$ cat src/rtl/regfile_hw_gen2.sv
// Register file with one synchronous write port, two combinational read ports, optional
// write-to-read bypass and two hardware-updated registers (Galois LFSR and cycle counter).
module regfile_hw_gen2 #(
    parameter int unsigned       DATA_W    = 32,
    parameter int unsigned       ADDR_W    = 5,
    parameter bit                BYPASS    = 1'b1,
    parameter int unsigned       LFSR_IDX  = 8,
    parameter logic [DATA_W-1:0] LFSR_SEED = DATA_W'(1),
    parameter logic [DATA_W-1:0] LFSR_TAPS = DATA_W'(32'h8020_0003),
    parameter int unsigned       CYC_IDX   = 9
) (
    input  logic              clock,
    input  logic              ctrl_reset,
    input  logic              ctrl_writeEnable,
    input  logic [ADDR_W-1:0] ctrl_writeReg,
    input  logic [DATA_W-1:0] data_writeReg,
    input  logic [ADDR_W-1:0] ctrl_readRegA,
    input  logic [ADDR_W-1:0] ctrl_readRegB,
    input  logic              ctrl_lfsrEnable,
    input  logic              ctrl_cntEnable,
    output logic [DATA_W-1:0] data_readRegA,
    output logic [DATA_W-1:0] data_readRegB
);

    localparam int                DEPTH     = 2 ** ADDR_W;
    localparam bit                LFSR_ON   = (LFSR_IDX != 0);
    localparam bit                CYC_ON    = (CYC_IDX != 0);
    localparam logic [ADDR_W-1:0] LFSR_ADDR = ADDR_W'(LFSR_IDX);
    localparam logic [ADDR_W-1:0] CYC_ADDR  = ADDR_W'(CYC_IDX);
    localparam logic [DATA_W-1:0] ONE       = DATA_W'(1);

    logic [DATA_W-1:0] regs_q [DEPTH];
    logic [DATA_W-1:0] regs_d [DEPTH];
    logic [DATA_W-1:0] lfsr_cur;
    logic [DATA_W-1:0] lfsr_next;
    logic [DATA_W-1:0] wr_fwd;
    logic              bypass_a;
    logic              bypass_b;

    // A zero write to the LFSR loads the seed so the lock-up state can never be stored.
    always_comb begin
        wr_fwd = data_writeReg;
        if (LFSR_ON && (ctrl_writeReg == LFSR_ADDR) && (data_writeReg == '0)) begin
            wr_fwd = LFSR_SEED;
        end
    end

    always_comb begin
        lfsr_cur  = regs_q[LFSR_ADDR];
        lfsr_next = (lfsr_cur >> 1) ^ (lfsr_cur[0] ? LFSR_TAPS : '0);
    end

    // Software write is applied last so it overrides an LFSR step or counter increment.
    always_comb begin
        regs_d = regs_q;
        if (LFSR_ON && ctrl_lfsrEnable) begin
            regs_d[LFSR_ADDR] = lfsr_next;
        end
        if (CYC_ON && ctrl_cntEnable) begin
            regs_d[CYC_ADDR] = regs_q[CYC_ADDR] + ONE;
        end
        if (ctrl_writeEnable) begin
            regs_d[ctrl_writeReg] = wr_fwd;
        end
        regs_d[0] = '0;
    end

    always_ff @(posedge clock) begin
        if (ctrl_reset) begin
            for (int i = 0; i < DEPTH; i++) begin
                regs_q[i] <= '0;
            end
            if (LFSR_ON) begin
                regs_q[LFSR_ADDR] <= LFSR_SEED;
            end
        end else begin
            regs_q <= regs_d;
        end
    end

    always_comb begin
        bypass_a = BYPASS && ctrl_writeEnable && (ctrl_writeReg == ctrl_readRegA);
        bypass_b = BYPASS && ctrl_writeEnable && (ctrl_writeReg == ctrl_readRegB);
    end

    always_comb begin
        if (ctrl_readRegA == '0) begin
            data_readRegA = '0;
        end else if (bypass_a) begin
            data_readRegA = wr_fwd;
        end else begin
            data_readRegA = regs_q[ctrl_readRegA];
        end
    end

    always_comb begin
        if (ctrl_readRegB == '0) begin
            data_readRegB = '0;
        end else if (bypass_b) begin
            data_readRegB = wr_fwd;
        end else begin
            data_readRegB = regs_q[ctrl_readRegB];
        end
    end

endmodule

$ cat config.mk
export PLATFORM = sky130hd
export DESIGN_NAME = regfile_hw_gen2
export DESIGN_NICKNAME = d
export VERILOG_FILES = /design/src/rtl/regfile_hw_gen2.sv
export SDC_FILE = /design/constraint.sdc
export NUM_CORES = 2
export LEC_CHECK = 0
export BUFFER_PORTS_ARGS = -buffer_cell sky130_fd_sc_hd__buf_2
export CORE_MARGIN = 2
export CORE_UTILIZATION = 44
export DETAILED_ROUTE_END_ITERATION = 6
export SYNTH_ARGS = -nofsm -noshare
export SYNTH_HDL_FRONTEND = slang
export SYNTH_SLANG_ARGS = --single-unit
$ cat constraint.sdc
create_clock -name clock -period 2.02 [get_ports clock]
set_input_delay 0.101 -clock clock [delete_from_list [all_inputs] [get_ports clock]]
set_output_delay 0.101 -clock clock [all_outputs]
set_load 0.05 [all_outputs]
### Yosys cells after proc, flatten, opt, wreduce, memory -nomap -nowiden

Cells that the tools add are included.

* add/sub/neg operators: 1
* bitwise gates (word level): 4
* mux-type cells: 18
* equal/unequal tests: 3
* reductions and logical operators: 7
* magnitude comparators: 4

Operators by type and width (count)
* 1024-bit bitwise mux: 1
* 768-bit two-way mux: 1
* 32-bit two-way mux: 13
* 32-bit binary-select mux with 5-bit select: 2
* 32-bit demux with 5-bit select: 1
* 32-bit by 1-bit adder with 32-bit output (second input constant): 1
* 32-bit zero test: 1
* 31-bit by 32-bit XOR with 32-bit output: 1
* 6-bit greater-or-equal comparator (second input constant): 3
* 5-bit inverter with 6-bit output: 3
* 5-bit equality test: 2
* 5-bit zero test: 2
* 6-bit by 1-bit < comparator with 1-bit output (second input constant): 1
* 5-bit by 4-bit equality test with 1-bit output (second input constant): 1
* 1-bit logical AND: 4

* input port bits: 52
* logic and storage cells: 68
* flip-flop bits (word level): 992

### Longest topological paths before layout

* depth after elaboration: 7
* mapped depth: 9
* mapped depth without buffers: 6

### Worst setup path before layout

No wires, ideal clock.

* path type: input -> output
* start: input ctrl_readRegB[1]
* end: output data_readRegB[30]
* data arrival time: 3.115 ns
* path slack: -1.196 ns
* cell stages on the path: 8
* required time: 1.919 ns
* path through: buf_2 > buf_4 > buf_4 > and2b_1 > buf_2 > a22oi_1 > o21a_1 > o311ai_0

* word-level cells in the longest chain between the ends: 6

Ends and longest elaborated chain
* from (decl): line 18 `input logic [ADDR_W-1:0] ctrl_readRegB,`
* 5-bit inverter with 6-bit output (implied by the code): line 102 `data_readRegB = regs_q[ctrl_readRegB];`
* 32-bit binary-select mux with 5-bit select: line 102
* 32-bit two-way mux (implied by the code) (2 in a row): line 102
* 32-bit two-way mux: line 99 `end else if (bypass_b) begin`
* 32-bit two-way mux (*): line 97 `if (ctrl_readRegB == '0) begin`
* to (decl): line 22 `output logic [DATA_W-1:0] data_readRegB`

Every way passes the cells marked *; elsewhere a longest branch is shown, timed or not. The select of a mux whose other input is x is not followed.

### Final worst setup path

* start: register regs_q[18] (netlist bit)
* end: output data_readRegA[18]

* word-level cells in the longest chain between the ends: 5

Ends and longest elaborated chain
* from (decl): line 32 `logic [DATA_W-1:0] regs_q [DEPTH];`
* from (signal assigned): line 77 `regs_q <= regs_d;`
* 32-bit binary-select mux with 5-bit select: line 92 `data_readRegA = regs_q[ctrl_readRegA];`
* 32-bit two-way mux (implied by the code) (2 in a row): line 92
* 32-bit two-way mux: line 89 `end else if (bypass_a) begin`
* 32-bit two-way mux: line 87 `if (ctrl_readRegA == '0) begin`
* to (decl): line 21 `output logic [DATA_W-1:0] data_readRegA,`

No other way between the ends. The select of a mux whose other input is x is not followed.

==> summary.md <==
- 0 — Synthesis Warnings
- 63 — number of library cell types mapped by synthesis
- finished, violations left — run status
- 0.0522 sq mm — synthesized cell area
- 38.1% — sequential fraction of the synthesis area
- 213 mm — total wirelength of the detailed-routed design
- 60 ps — clock-pin slew reported for the worst setup and hold paths after clock tree synthesis
- register to output pin — critical path class
- 115 — Buffers on Ports
- 2 — top fanout value on the critical path
- mux4_2, mux4_2, a221o_1, buf_6 — worst-path cell chain
- setup timing — violated checks
- 44.3% — starting density of the core
- 105 — CTS buffer count
- 13.4 ps — worst clock skew
- sky130_fd_sc_hd__mux4_2 — most frequent cell on the critical path
- 0.709 mV — maximum ir drop on the vdd rail
- 8.28% — global routing usage on met3
- 49.9% — max_slew headroom
- 0.0673 sq mm — final non-filler cell area
- 116 — # IOs
- 3 — maximum level of the CTS H-tree
- 94 — pin count of the biggest net entering global routing
- 126 — standard-cell row count
- 26.5 um — average wire per cell in the routed design
- 4 — antenna violations before repair
- 0% — share of synthesized flip-flops with an asynchronous set or reset
- 0.0611 sq mm — Placed Area
- 38.1% — share of the synthesized area in the top cell type
- 2820 ps — clock period minus final worst setup slack
- -800 ps — setup slack of the critical path after layout
- 0.0235 uW — Leakage Power
- 45.0% — met1 Use GR
- 40 ps — internal reg-to-reg setup slack
- 0 — number of enable flip-flop cells after synthesis
- 699 mW/mm^2 — Cell Pwr Density
- 32.7% — ratio of cells with drive above 1 in the final layout
- output pin — Critical Path End Type
- 64 — final count of negative-setup-slack endpoints
- 2720 ps — arrival time at the worst endpoint
- 140% — ratio of final minimum period to clock period
- 6036 — number of nets produced by synthesis
- -1150 ps — worst setup timing slack at the placement stage
- regs_q[18] — beginning of the critical path
- 355 MHz — achievable clock frequency
- 57.2% — final core occ
- 29.1% — layout overhead on the synthesized area
- 52.2% — grt met2 use
- sky130_fd_sc_hd__mux4_2 — highest-delay cell along the critical path
- data_readRegA[18] — Critical Path End
- true — RSZ-0062 raised after global routing
- 0 — Hold Vio Cnt, Final
- 6.26 — vias per inst
- 6 — first-pass iteration count of the detailed router
- 3 — CTS Buffer Depth
- regs_q[709] — critical register-to-register path startpoint
- 47100 uW — total power
- 0 — antenna-violating nets left
- done — CTS tree
- 50313 — via count of the routed design
- 992 — synthesized flop and latch total
- sky130_fd_sc_hd__clkbuf_16 — buffer type at the clock tree root
- sky130_fd_sc_hd__nand2_1 — most used standard cell by instance count after synthesis
- met2 — most congested layer reported by global routing
- 6014 — number of design-rule violations left by the first detailed-router iteration
- 348 um — width of the die
- 6466 — final net count
- 5983 — Gate Count Post-Synth
- 348 um — y dimension of the die
- 0.118 sq mm — CORE AREA
- 34.4% — gr usage total
- register — crit path launch type
- 314 mm — wire length of the first global-routing pass
- 138 mm — post-detailed-placement half-perimeter wirelength
- sky130_fd_sc_hd__nand2_1, sky130_fd_sc_hd__dfxtp_1, sky130_fd_sc_hd__a21oi_1 — leading cell types by count after synthesis
- 0 — global route overflow
- 1920 ps — data required time of the worst path
- 560 ps — maximum cell stage delay along the critical path
- 9 — depth of the most critical reg-to-reg path
- primary input to register — path category of the worst min-delay check
- 992 — count of clock tree sinks
- sky130_fd_sc_hd__dfxtp_1 — dominant cell type by area after synthesis
- 8.72 sq um — syn_area_per_cell
- 0.121 sq mm — area of the die
- 48450 — via count of the first global-routing pass
- 0 — maxcap violations
- regs_q[735] — Crit Reg-Reg Endpoint
- sky130_fd_sc_hd__dfxtp_1 — Main synth FF type
- 730 ps — Clk Latency, worst-skew pair
- 0.962 — routability congestion estimate from global placement
- 0 — number of max-slew violations in the final report
- 10176 — Fill cells
- 0 — drt drc
- sky130_fd_sc_hd__dfxtp_1, sky130_fd_sc_hd__mux4_2, sky130_fd_sc_hd__nand2_1 — cells taking the most area after synthesis
- 733 ps — slew of the pin with the lowest slew margin
==> flip-flops by register name, summed over array words and instances, names as in the netlist <==
register  flops
regs_q      960
lfsr_cur     32
==> stage by stage <==
stage,std cells,TNS [ps],hold slack (ps)
2_1_floorplan,5983,-1510,348
3_3_place_gp,7792,-23750,449
3_5_place_dp,7792,-24710,455
4_1_cts,8031,-40600,23.1
5_1_grt,8036,-41930,62.4
6_report,8037,-39080,70.3
==> worst max-delay path: cells and delay by family, from the launching register on <==
| kind | cells | cell delay (ps) |
|---|---|---|
| buf+inv | 1 | 200 |
| mux | 2 | 1020 |
| flops | 1 | 330 |
| compound gates | 1 | 430 |
==> power by group <==
group	switching, uW	total, uW	internal, uW
registers	132	19900	19700
logic	3750	6220	2470
clock network	8650	21000	12300
==> how the worst min path moves through the flow <==
| stage | start | to | cells after the start |
|---|---|---|---|
| 2_1_floorplan | ctrl_cntEnable | regs_q[705] | 2 |
| 3_3_place_gp | regs_q[785] | regs_q[785] | 2 |
| 3_5_place_dp | regs_q[445] | regs_q[445] | 2 |
| 4_1_cts | data_writeReg[31] | regs_q[159] | 4 |
| 5_1_grt | data_writeReg[17] | regs_q[209] | 4 |
| 6_report | data_writeReg[17] | regs_q[209] | 4 |
==> cell type report <==
type | instances | area, sq um | share of cell area, %
Antenna cell | 2 | 5.00 | 0.00743
Tap cell | 1536 | 1920 | 2.85
Clock buffer | 147 | 3060 | 4.54
Multi-Input combinational cell | 4337 | 31500 | 46.8
Inverter | 10 | 37.5 | 0.0558
Timing Repair Buffer | 967 | 10100 | 14.9
Sequential cell | 992 | 20100 | 29.9
Clock inverter | 46 | 631 | 0.937
==> repair_timing <==
| action | in CTS | in global routing |
|---|---|---|
| setup buffers | 33 | 8 |
| resized for setup | 444 | 144 |
| hold buffers | 33 | 0 |
| endpoints found under the hold margin | 884 | 0 |
| endpoints found under the setup margin | 66 | 76 |
| pin swaps | 135 | 69 |
| gates cloned | 0 | 1 |
==> cell families (layout without fill, tap and decap cells) <==
| group | after synthesis | in the layout | synth area share (%) |
|---|---|---|---|
| and+or+nand+nor | 2257 | 2257 | 17.2 |
| AOI/OAI and AO/OA | 1338 | 1338 | 15.2 |
| DFF | 992 | 992 | 38.1 |
| muxes | 697 | 697 | 23.4 |
| buffers and inverters | 654 | 1170 | 5.30 |
| xor gates and xnor gates | 44 | 44 | 0.739 |
| adders and majority gates | 1 | 1 | 0.0240 |
| other | 0 | 2 | 0 |
==> cells in the final DEF (no fill, tap or decap), types with 14 or more instances in the layout <==
master	count
sky130_fd_sc_hd__a221oi_2	34
sky130_fd_sc_hd__a211oi_1	86
sky130_fd_sc_hd__clkinv_2	23
sky130_fd_sc_hd__clkbuf_1	16
sky130_fd_sc_hd__buf_8	18
sky130_fd_sc_hd__nor2_4	30
sky130_fd_sc_hd__buf_12	195
sky130_fd_sc_hd__dfxtp_1	803
sky130_fd_sc_hd__xnor2_1	36
sky130_fd_sc_hd__o21ai_0	21
sky130_fd_sc_hd__buf_2	42
sky130_fd_sc_hd__nand2_2	20
sky130_fd_sc_hd__a21oi_4	15
sky130_fd_sc_hd__mux2i_4	18
sky130_fd_sc_hd__nand2_1	1875
sky130_fd_sc_hd__a221o_1	42
sky130_fd_sc_hd__nor2_1	143
sky130_fd_sc_hd__buf_6	59
sky130_fd_sc_hd__nand2b_1	35
sky130_fd_sc_hd__dfxtp_2	183
sky130_fd_sc_hd__a221o_2	36
sky130_fd_sc_hd__a21oi_2	29
sky130_fd_sc_hd__a22oi_2	22
sky130_fd_sc_hd__nor3_4	19
sky130_fd_sc_hd__a221oi_1	55
sky130_fd_sc_hd__bufinv_16	14
sky130_fd_sc_hd__mux2i_1	167
sky130_fd_sc_hd__dlygate4sd3_1	33
sky130_fd_sc_hd__nor4_1	14
sky130_fd_sc_hd__mux4_2	410
sky130_fd_sc_hd__nor3_1	32
sky130_fd_sc_hd__mux2_2	89
sky130_fd_sc_hd__a21oi_1	910
sky130_fd_sc_hd__clkbuf_8	25
sky130_fd_sc_hd__clkbuf_16	107
sky130_fd_sc_hd__buf_4	619
==> layer usage <==
| layer | vias up | share of wire (%) |
|---|---|---|
| met4 | 2 | 6.3 |
| met1 | 24552 | 39 |
| met5 | - | 0.0061 |
| met2 | 3009 | 44 |
| li1 | 22073 | - |
| met3 | 677 | 11 |
No activity file was read; power rests on OpenSTA's default activity.
